File: src/rtl/time_ascii_sender_pkg.sv
// ----------------------------------------------------------------------------
// time_ascii_sender_pkg
//
// Purpose:
//   Shared definitions for the time-to-ASCII frame sender: ASCII code points
//   used in the "HH:MM:SS.CC\r\n" frame, the FSM state encoding, and small
//   helper functions for frame length and BCD digit encoding.
//
// Contents:
//   ASCII_*        byte constants used by the frame mux
//   state_t        FSM states IDLE / SEND / DONE
//   frame_len()    13 with CR LF terminator, 11 without
//   digit_ascii()  BCD digit -> ASCII, non-decimal nibbles -> '?'
// ----------------------------------------------------------------------------
package time_ascii_sender_pkg;

   localparam logic [7:0] ASCII_0     = 8'h30;
   localparam logic [7:0] ASCII_COLON = 8'h3A;
   localparam logic [7:0] ASCII_DOT   = 8'h2E;
   localparam logic [7:0] ASCII_CR    = 8'h0D;
   localparam logic [7:0] ASCII_LF    = 8'h0A;
   localparam logic [7:0] ASCII_QMARK = 8'h3F;

   typedef enum logic [1:0] {
      IDLE = 2'd0,
      SEND = 2'd1,
      DONE = 2'd2
   } state_t;

   // Number of bytes in one frame; the index register is sized for 13.
   function automatic logic [3:0] frame_len(input logic add_crlf);
      return add_crlf ? 4'd13 : 4'd11;
   endfunction

   // A nibble of 10..15 is not a decimal digit; it is shown as '?' so a
   // corrupted snapshot is visible on the terminal instead of printing
   // punctuation characters.
   function automatic logic [7:0] digit_ascii(input logic [3:0] d);
      logic [7:0] c;
      if (d <= 4'd9) begin
         c = ASCII_0 + {4'h0, d};
      end else begin
         c = ASCII_QMARK;
      end
      return c;
   endfunction

endpackage

File: src/rtl/time_ascii_sender_send_trigger.sv
// ----------------------------------------------------------------------------
// send_trigger
//
// Purpose:
//   Produces the frame request for the time sender. A request is either the
//   manual i_send level or a one-cycle tick from a free-running period
//   counter that runs only while i_auto_en is high. Both sources are merged
//   into a single request, so a manual send landing on the tick cycle still
//   counts as one request.
//
// Parameters:
//   AUTO_PERIOD  clk cycles between automatic ticks (minimum 2)
//
// Ports:
//   clk        in   system clock
//   reset      in   asynchronous active-low reset
//   i_send     in   manual send request (level)
//   i_auto_en  in   enables the period counter; low holds it at 0
//   o_req      out  merged request, combinational from i_send and the tick
// ----------------------------------------------------------------------------
module send_trigger #(
   parameter int AUTO_PERIOD = 100_000_000
) (
   input  logic clk,
   input  logic reset,
   input  logic i_send,
   input  logic i_auto_en,
   output logic o_req
);

   localparam int CNT_W = $clog2(AUTO_PERIOD);
   localparam logic [CNT_W-1:0] CNT_LAST = CNT_W'(AUTO_PERIOD - 1);

   logic [CNT_W-1:0] auto_cnt;
   logic             auto_tick;

   // The tick fires on the cycle the counter sits at its last value, so with
   // the enable held high one tick occurs every AUTO_PERIOD cycles and the
   // first one comes AUTO_PERIOD cycles after the enable rises.
   assign auto_tick = i_auto_en && (auto_cnt == CNT_LAST);
   assign o_req     = i_send || auto_tick;

   always_ff @(posedge clk or negedge reset) begin
      if (!reset) begin
         auto_cnt <= '0;
      end else if (!i_auto_en) begin
         auto_cnt <= '0;
      end else if (auto_cnt == CNT_LAST) begin
         auto_cnt <= '0;
      end else begin
         auto_cnt <= auto_cnt + CNT_W'(1);
      end
   end

endmodule

File: src/rtl/time_ascii_sender.sv
// ----------------------------------------------------------------------------
// time_ascii_sender
//
// Purpose:
//   Formats the packed BCD time snapshot {h10,h1,m10,m1,s10,s1,ms10,ms1}
//   from the FND controller as "HH:MM:SS.CC" (optionally followed by CR LF)
//   and streams it one byte at a time to the UART transmitter.
//
// Handshake:
//   A byte transfers on every rising clk edge where o_tx_valid and
//   i_tx_ready are both high. Once o_tx_valid is raised, o_tx_data and
//   o_tx_valid stay unchanged until that transfer happens; i_tx_ready may
//   toggle freely and never causes a byte to be skipped or repeated.
//
// Parameters:
//   AUTO_PERIOD  clk cycles between automatic sends while i_auto_en = 1
//   ADD_CRLF     1 = 13-byte frame with CR LF, 0 = 11-byte frame
//
// Ports:
//   clk         in   system clock, rising edge
//   reset       in   asynchronous active-low reset
//   i_time_bcd  in   32-bit packed BCD time
//   i_send      in   manual send request (level)
//   i_auto_en   in   enables periodic sends
//   o_tx_data   out  current ASCII byte
//   o_tx_valid  out  o_tx_data holds a byte to transfer
//   i_tx_ready  in   UART TX can accept a byte
//   o_busy      out  a frame is in progress (SEND or DONE)
//   o_done      out  one-cycle pulse after the last byte is accepted
// ----------------------------------------------------------------------------
module time_ascii_sender
   import time_ascii_sender_pkg::*;
#(
   parameter int AUTO_PERIOD = 100_000_000,
   parameter int ADD_CRLF    = 1
) (
   input  logic        clk,
   input  logic        reset,
   input  logic [31:0] i_time_bcd,
   input  logic        i_send,
   input  logic        i_auto_en,
   output logic [7:0]  o_tx_data,
   output logic        o_tx_valid,
   input  logic        i_tx_ready,
   output logic        o_busy,
   output logic        o_done
);

   localparam logic [3:0] LAST_IDX = frame_len(ADD_CRLF != 0) - 4'd1;

   state_t      state;
   logic [3:0]  idx;
   logic [31:0] snap;
   logic        pending;
   logic        req;
   logic        handshake;

   send_trigger #(
      .AUTO_PERIOD (AUTO_PERIOD)
   ) u_trig (
      .clk       (clk),
      .reset     (reset),
      .i_send    (i_send),
      .i_auto_en (i_auto_en),
      .o_req     (req)
   );

   assign handshake = o_tx_valid && i_tx_ready;

   // Byte at position idx of the frame built from snapshot t. Positions 11
   // and 12 are only ever reached when the CR LF terminator is enabled.
   function automatic logic [7:0] frame_byte(input logic [31:0] t,
                                             input logic [3:0]  i);
      logic [7:0] b;
      case (i)
         4'd0:    b = digit_ascii(t[31:28]);
         4'd1:    b = digit_ascii(t[27:24]);
         4'd2:    b = ASCII_COLON;
         4'd3:    b = digit_ascii(t[23:20]);
         4'd4:    b = digit_ascii(t[19:16]);
         4'd5:    b = ASCII_COLON;
         4'd6:    b = digit_ascii(t[15:12]);
         4'd7:    b = digit_ascii(t[11:8]);
         4'd8:    b = ASCII_DOT;
         4'd9:    b = digit_ascii(t[7:4]);
         4'd10:   b = digit_ascii(t[3:0]);
         4'd11:   b = ASCII_CR;
         4'd12:   b = ASCII_LF;
         default: b = 8'h00;
      endcase
      return b;
   endfunction

   // Outputs are registered: the byte for the next index is computed from the
   // frozen snapshot at the same edge that advances the index, so o_tx_data
   // never depends combinationally on i_time_bcd or i_tx_ready.
   always_ff @(posedge clk or negedge reset) begin
      if (!reset) begin
         state      <= IDLE;
         idx        <= 4'd0;
         snap       <= 32'h0;
         pending    <= 1'b0;
         o_tx_data  <= 8'h00;
         o_tx_valid <= 1'b0;
         o_busy     <= 1'b0;
         o_done     <= 1'b0;
      end else begin
         o_done <= 1'b0;
         case (state)
            IDLE: begin
               if (req) begin
                  snap       <= i_time_bcd;
                  idx        <= 4'd0;
                  o_tx_data  <= frame_byte(i_time_bcd, 4'd0);
                  o_tx_valid <= 1'b1;
                  o_busy     <= 1'b1;
                  state      <= SEND;
               end
            end

            SEND: begin
               // One-deep pending: any number of requests during a frame
               // collapse into a single follow-up frame.
               if (req) begin
                  pending <= 1'b1;
               end
               if (handshake) begin
                  if (idx == LAST_IDX) begin
                     o_tx_valid <= 1'b0;
                     o_done     <= 1'b1;
                     state      <= DONE;
                  end else begin
                     idx       <= idx + 4'd1;
                     o_tx_data <= frame_byte(snap, idx + 4'd1);
                  end
               end
            end

            DONE: begin
               // A request arriving on this very cycle is served here as
               // well; otherwise it would be marked pending with nothing
               // left in IDLE to consume it.
               if (pending || req) begin
                  pending    <= 1'b0;
                  snap       <= i_time_bcd;
                  idx        <= 4'd0;
                  o_tx_data  <= frame_byte(i_time_bcd, 4'd0);
                  o_tx_valid <= 1'b1;
                  state      <= SEND;
               end else begin
                  idx    <= 4'd0;
                  o_busy <= 1'b0;
                  state  <= IDLE;
               end
            end

            default: begin
               idx        <= 4'd0;
               pending    <= 1'b0;
               o_tx_valid <= 1'b0;
               o_busy     <= 1'b0;
               state      <= IDLE;
            end
         endcase
      end
   end

endmodule
File: config.mk
export PLATFORM = sky130hd
export DESIGN_NAME = time_ascii_sender
export DESIGN_NICKNAME = d
export VERILOG_FILES = /design/src/rtl/time_ascii_sender_pkg.sv /design/src/rtl/time_ascii_sender_send_trigger.sv /design/src/rtl/time_ascii_sender.sv
export SDC_FILE = /design/constraint.sdc
export NUM_CORES = 1
export LEC_CHECK = 0
export CAP_MARGIN = 20
export CORE_MARGIN = 2
export CORE_UTILIZATION = 50
export CTS_CLUSTER_SIZE = 8
export DETAILED_ROUTE_END_ITERATION = 12
export PLACE_DENSITY = 0.72
export SLEW_MARGIN = 20
export SYNTH_ARGS = -nofsm -noshare
export SYNTH_HDL_FRONTEND = slang
export SYNTH_SLANG_ARGS = --single-unit
File: constraint.sdc
create_clock -name clk -period 3.7 [get_ports clk]
set_clock_uncertainty 0.05 [all_clocks]
set_input_delay 0.555 -clock clk [delete_from_list [all_inputs] [get_ports clk]]
set_output_delay 0.555 -clock clk [all_outputs]
set_load 0.02 [all_outputs]
==> flow_summary.yaml <==
synthesis:
  yosys.cell_types.count: 62
  synth_seq_cells: 75
  synth_ff_type: "dfrtp_1"
  avgSynthCellArea_um2: 9.737
  syn_inst: 431
  ys_seq_area_share_pct: 44.72
  yosys_warnings: 0
  syn-cell-area_um2: 4197
  async_reset_ff_share_pct: 100.0
  synth_edf_count: 0
setup_path:
  r2r-start: "idx[1]"
  cpPeakStageDelay_ns: 0.51
  crit_slowest_cell: "dfrtp_1"
  critPathRequiredTime_ns: 3.89
  crit_chain: "ha_1 -> nand2b_1 -> o21ai_0 -> o2bb2ai_1 -> a222oi_1 -> o21ai_0 -> a221o_1"
  startpoint: "idx[1]"
  cp.arrival_ns: 2.96
  setup.worst_path.start_class: "flop"
  end_kind: "flop"
  crit_fanout: 14
  cpLargestDelayFamily: "compound AO/OA/AOI/OAI gates"
  crit_buf_inv: 0
  cpMostUsedCell: "o21ai_0"
  crit_type: "flop to flop"
clocking:
  clk_pin_slew_ns: 0.08
  clock-sinks: 75
  clock_latency_ns: 0.35
  cts_resized: 0
  cts_root_buf: "clkbuf_8"
  cts_buffer_depth: 2
  postCtsSetupRepairBufs: 0
  ctsHoldBuffers: 0
  cts_tree: "yes"
  cts_buffers: 9
  h-tree-depth: 3
cells_and_area:
  fin_nets: 516
  fin_cells: 582
  area_delta_synth_final_pct: 17.02
  antenna_cells: 0
  final_common_cell: "dfrtp_1"
  drive_above_1_share_pct: 13.63
  mostFrequentLayoutCells: "dfrtp_1 (75), nor2_1 (46), clkdlybuf4s50_1 (44)"
place:
  port_buffers: 45
  dp_hpwl_mm: 6.612
  dp.cells: 566
  gp_routability_congestion: 0.8964
  place_ws_ns: 0.8601
detailed_routing:
  routed_wirelength_mm: 9.294
  post_drt_wl_per_cell_um: 15.97
  drt_iter0_markers: 254
  drt_pass1_iterations: 5
  avgViaCountPerCell: 5.802
  route.detailed.drc: 0
  ant_nets: 0
  via_count: 3377
global_routing:
  grt_usage_pct: 22.19
  grt_pass1_wl_mm: 15.74
  grt_max_degree: 51
  grt_antenna_before_repair: 0
  grt.overflow.total: 0
  grt_pass1_vias: 3223
outcome:
  run_status: "completed"
job:
  max-cap-violations: 0
power:
  vdd_drop_max_uv: 306.3
  power.leakage_nw: 2.013
  pwr_density_cell_nw_per_um2: 713.8
floorplanning:
  dieArea_um2: 9142
  io_pins: 48
  die_y_um: 95.62
  rows: 33
  core_region_area_um2: 8175
  initial_utilization_pct: 51.33
  die_x_um: 95.62
sta:
  timing.final.ws_setup_ns: 0.9284
  tns_ns: 0
  finalCriticalPeriod_ns: 2.772
  worst_pin_slew_ns: 0.8082
  fin_crit_sh_pct: 74.91
  max_freq_ghz: 0.3608
  timing.slew.headroom_pct: 45.99
  rsz0062_at_grt: "false"
  hold_violations: 0
  slew_violations: 0
  finalSetupViolCount: 0
hold_path:
  worstHoldPathType: "input port to async pin"
-- metrics by stage --
step	util (%)	cell area (um^2)	total power, mW	hold slack, ns
3_5_place_dp	57.30	4684	2.774	0.4335
2_1_floorplan	-	4200	2.354	0.2094
4_1_cts	60.07	4911	3.499	0.1503
5_1_grt	60.07	4911	3.751	0.1903
6_report	60.07	4911	3.505	0.1384
3_3_place_gp	57.30	4684	2.732	0.4267
-- worst reg2reg max path, delay by kind of cell (launching register included) --
family | cells | cell delay (ns)
flops | 1 | 0.51
fa+ha+maj | 1 | 0.50
compound gates | 5 | 1.34
simple gates | 1 | 0.26
-- cell type report --
class                           count  area [um^2]
Clock buffer                       10        137.6
Clock inverter                      6        88.84
Fill cell                         703         3264
Inverter                           15        56.30
Multi-Input combinational cell    323         2152
Sequential cell                    75         1877
Tap cell                          105        131.4
Timing Repair Buffer               48        467.9
-- cells in the mapped netlist (4+ instances only) --
cell type,number,share of area [%]
dfrtp_1,75,45
nor2_1,46,4.1
a21oi_1,33,3.9
nand2_1,33,3.0
mux2_2,32,8.6
nand3_1,21,2.5
o21ai_0,19,2.3
inv_1,15,1.3
xor2_1,15,3.1
xnor2_1,11,2.3
nor3_1,9,1.1
nand4_1,8,1.2
and3_1,7,1.0
clkbuf_1,7,0.63
ha_1,7,2.1
o21a_1,7,1.3
o22ai_1,7,1.0
buf_2,5,0.60
nand2b_1,5,0.75
buf_6,4,1.1
nor2b_1,4,0.60
-- state kept, by name, summed over array words and instances (netlist names) --
register         flops
snap                32
u_trig.auto_cnt     27
o_tx_data            6
idx                  4
state                2
o_busy               1
o_done               1
o_tx_valid           1
pending              1
-- cell families after synthesis --
logic type	count (synthesis)	share of synthesized area, %
and+or+nand+nor	155	19.26
other	1	0.08936
xor gates and xnor gates	26	5.426
adders and majority gates	7	2.087
AOI/OAI and AO/OA	101	15.74
buffers and inverters	34	4.084
muxes	32	8.587
DFF	75	44.72
-- worst paths after layout --
kind                                     end  slack, ns  cells after the start
max in group asynchronous            snap[7]       2.42                      2
min in group clk                    snap[20]       0.46                      1
worst max-delay path            o_tx_data[2]       0.93                      7
worst min-delay path                  o_done       0.14                      1
worst min register to register      snap[20]       0.46                      1
worst max register to register  o_tx_data[2]       0.93                      7
-- layer usage --
layer	up-vias	GRT usage [%]	share of wire [%]
met1	1634	32.37	47
met2	93	32.93	46
li1	1633	-	-
met5	-	0	0
met4	0	8.810	2.0
met3	17	3.557	4.2
-- power by group --
part	switching [mW]	leakage, nW	internal (mW)
Sequential	0.304	0.946	1.07
Combinational	0.744	0.959	0.676
Clock	0.318	0.108	0.398
Note: power is estimated with default switching activity, not from simulation.
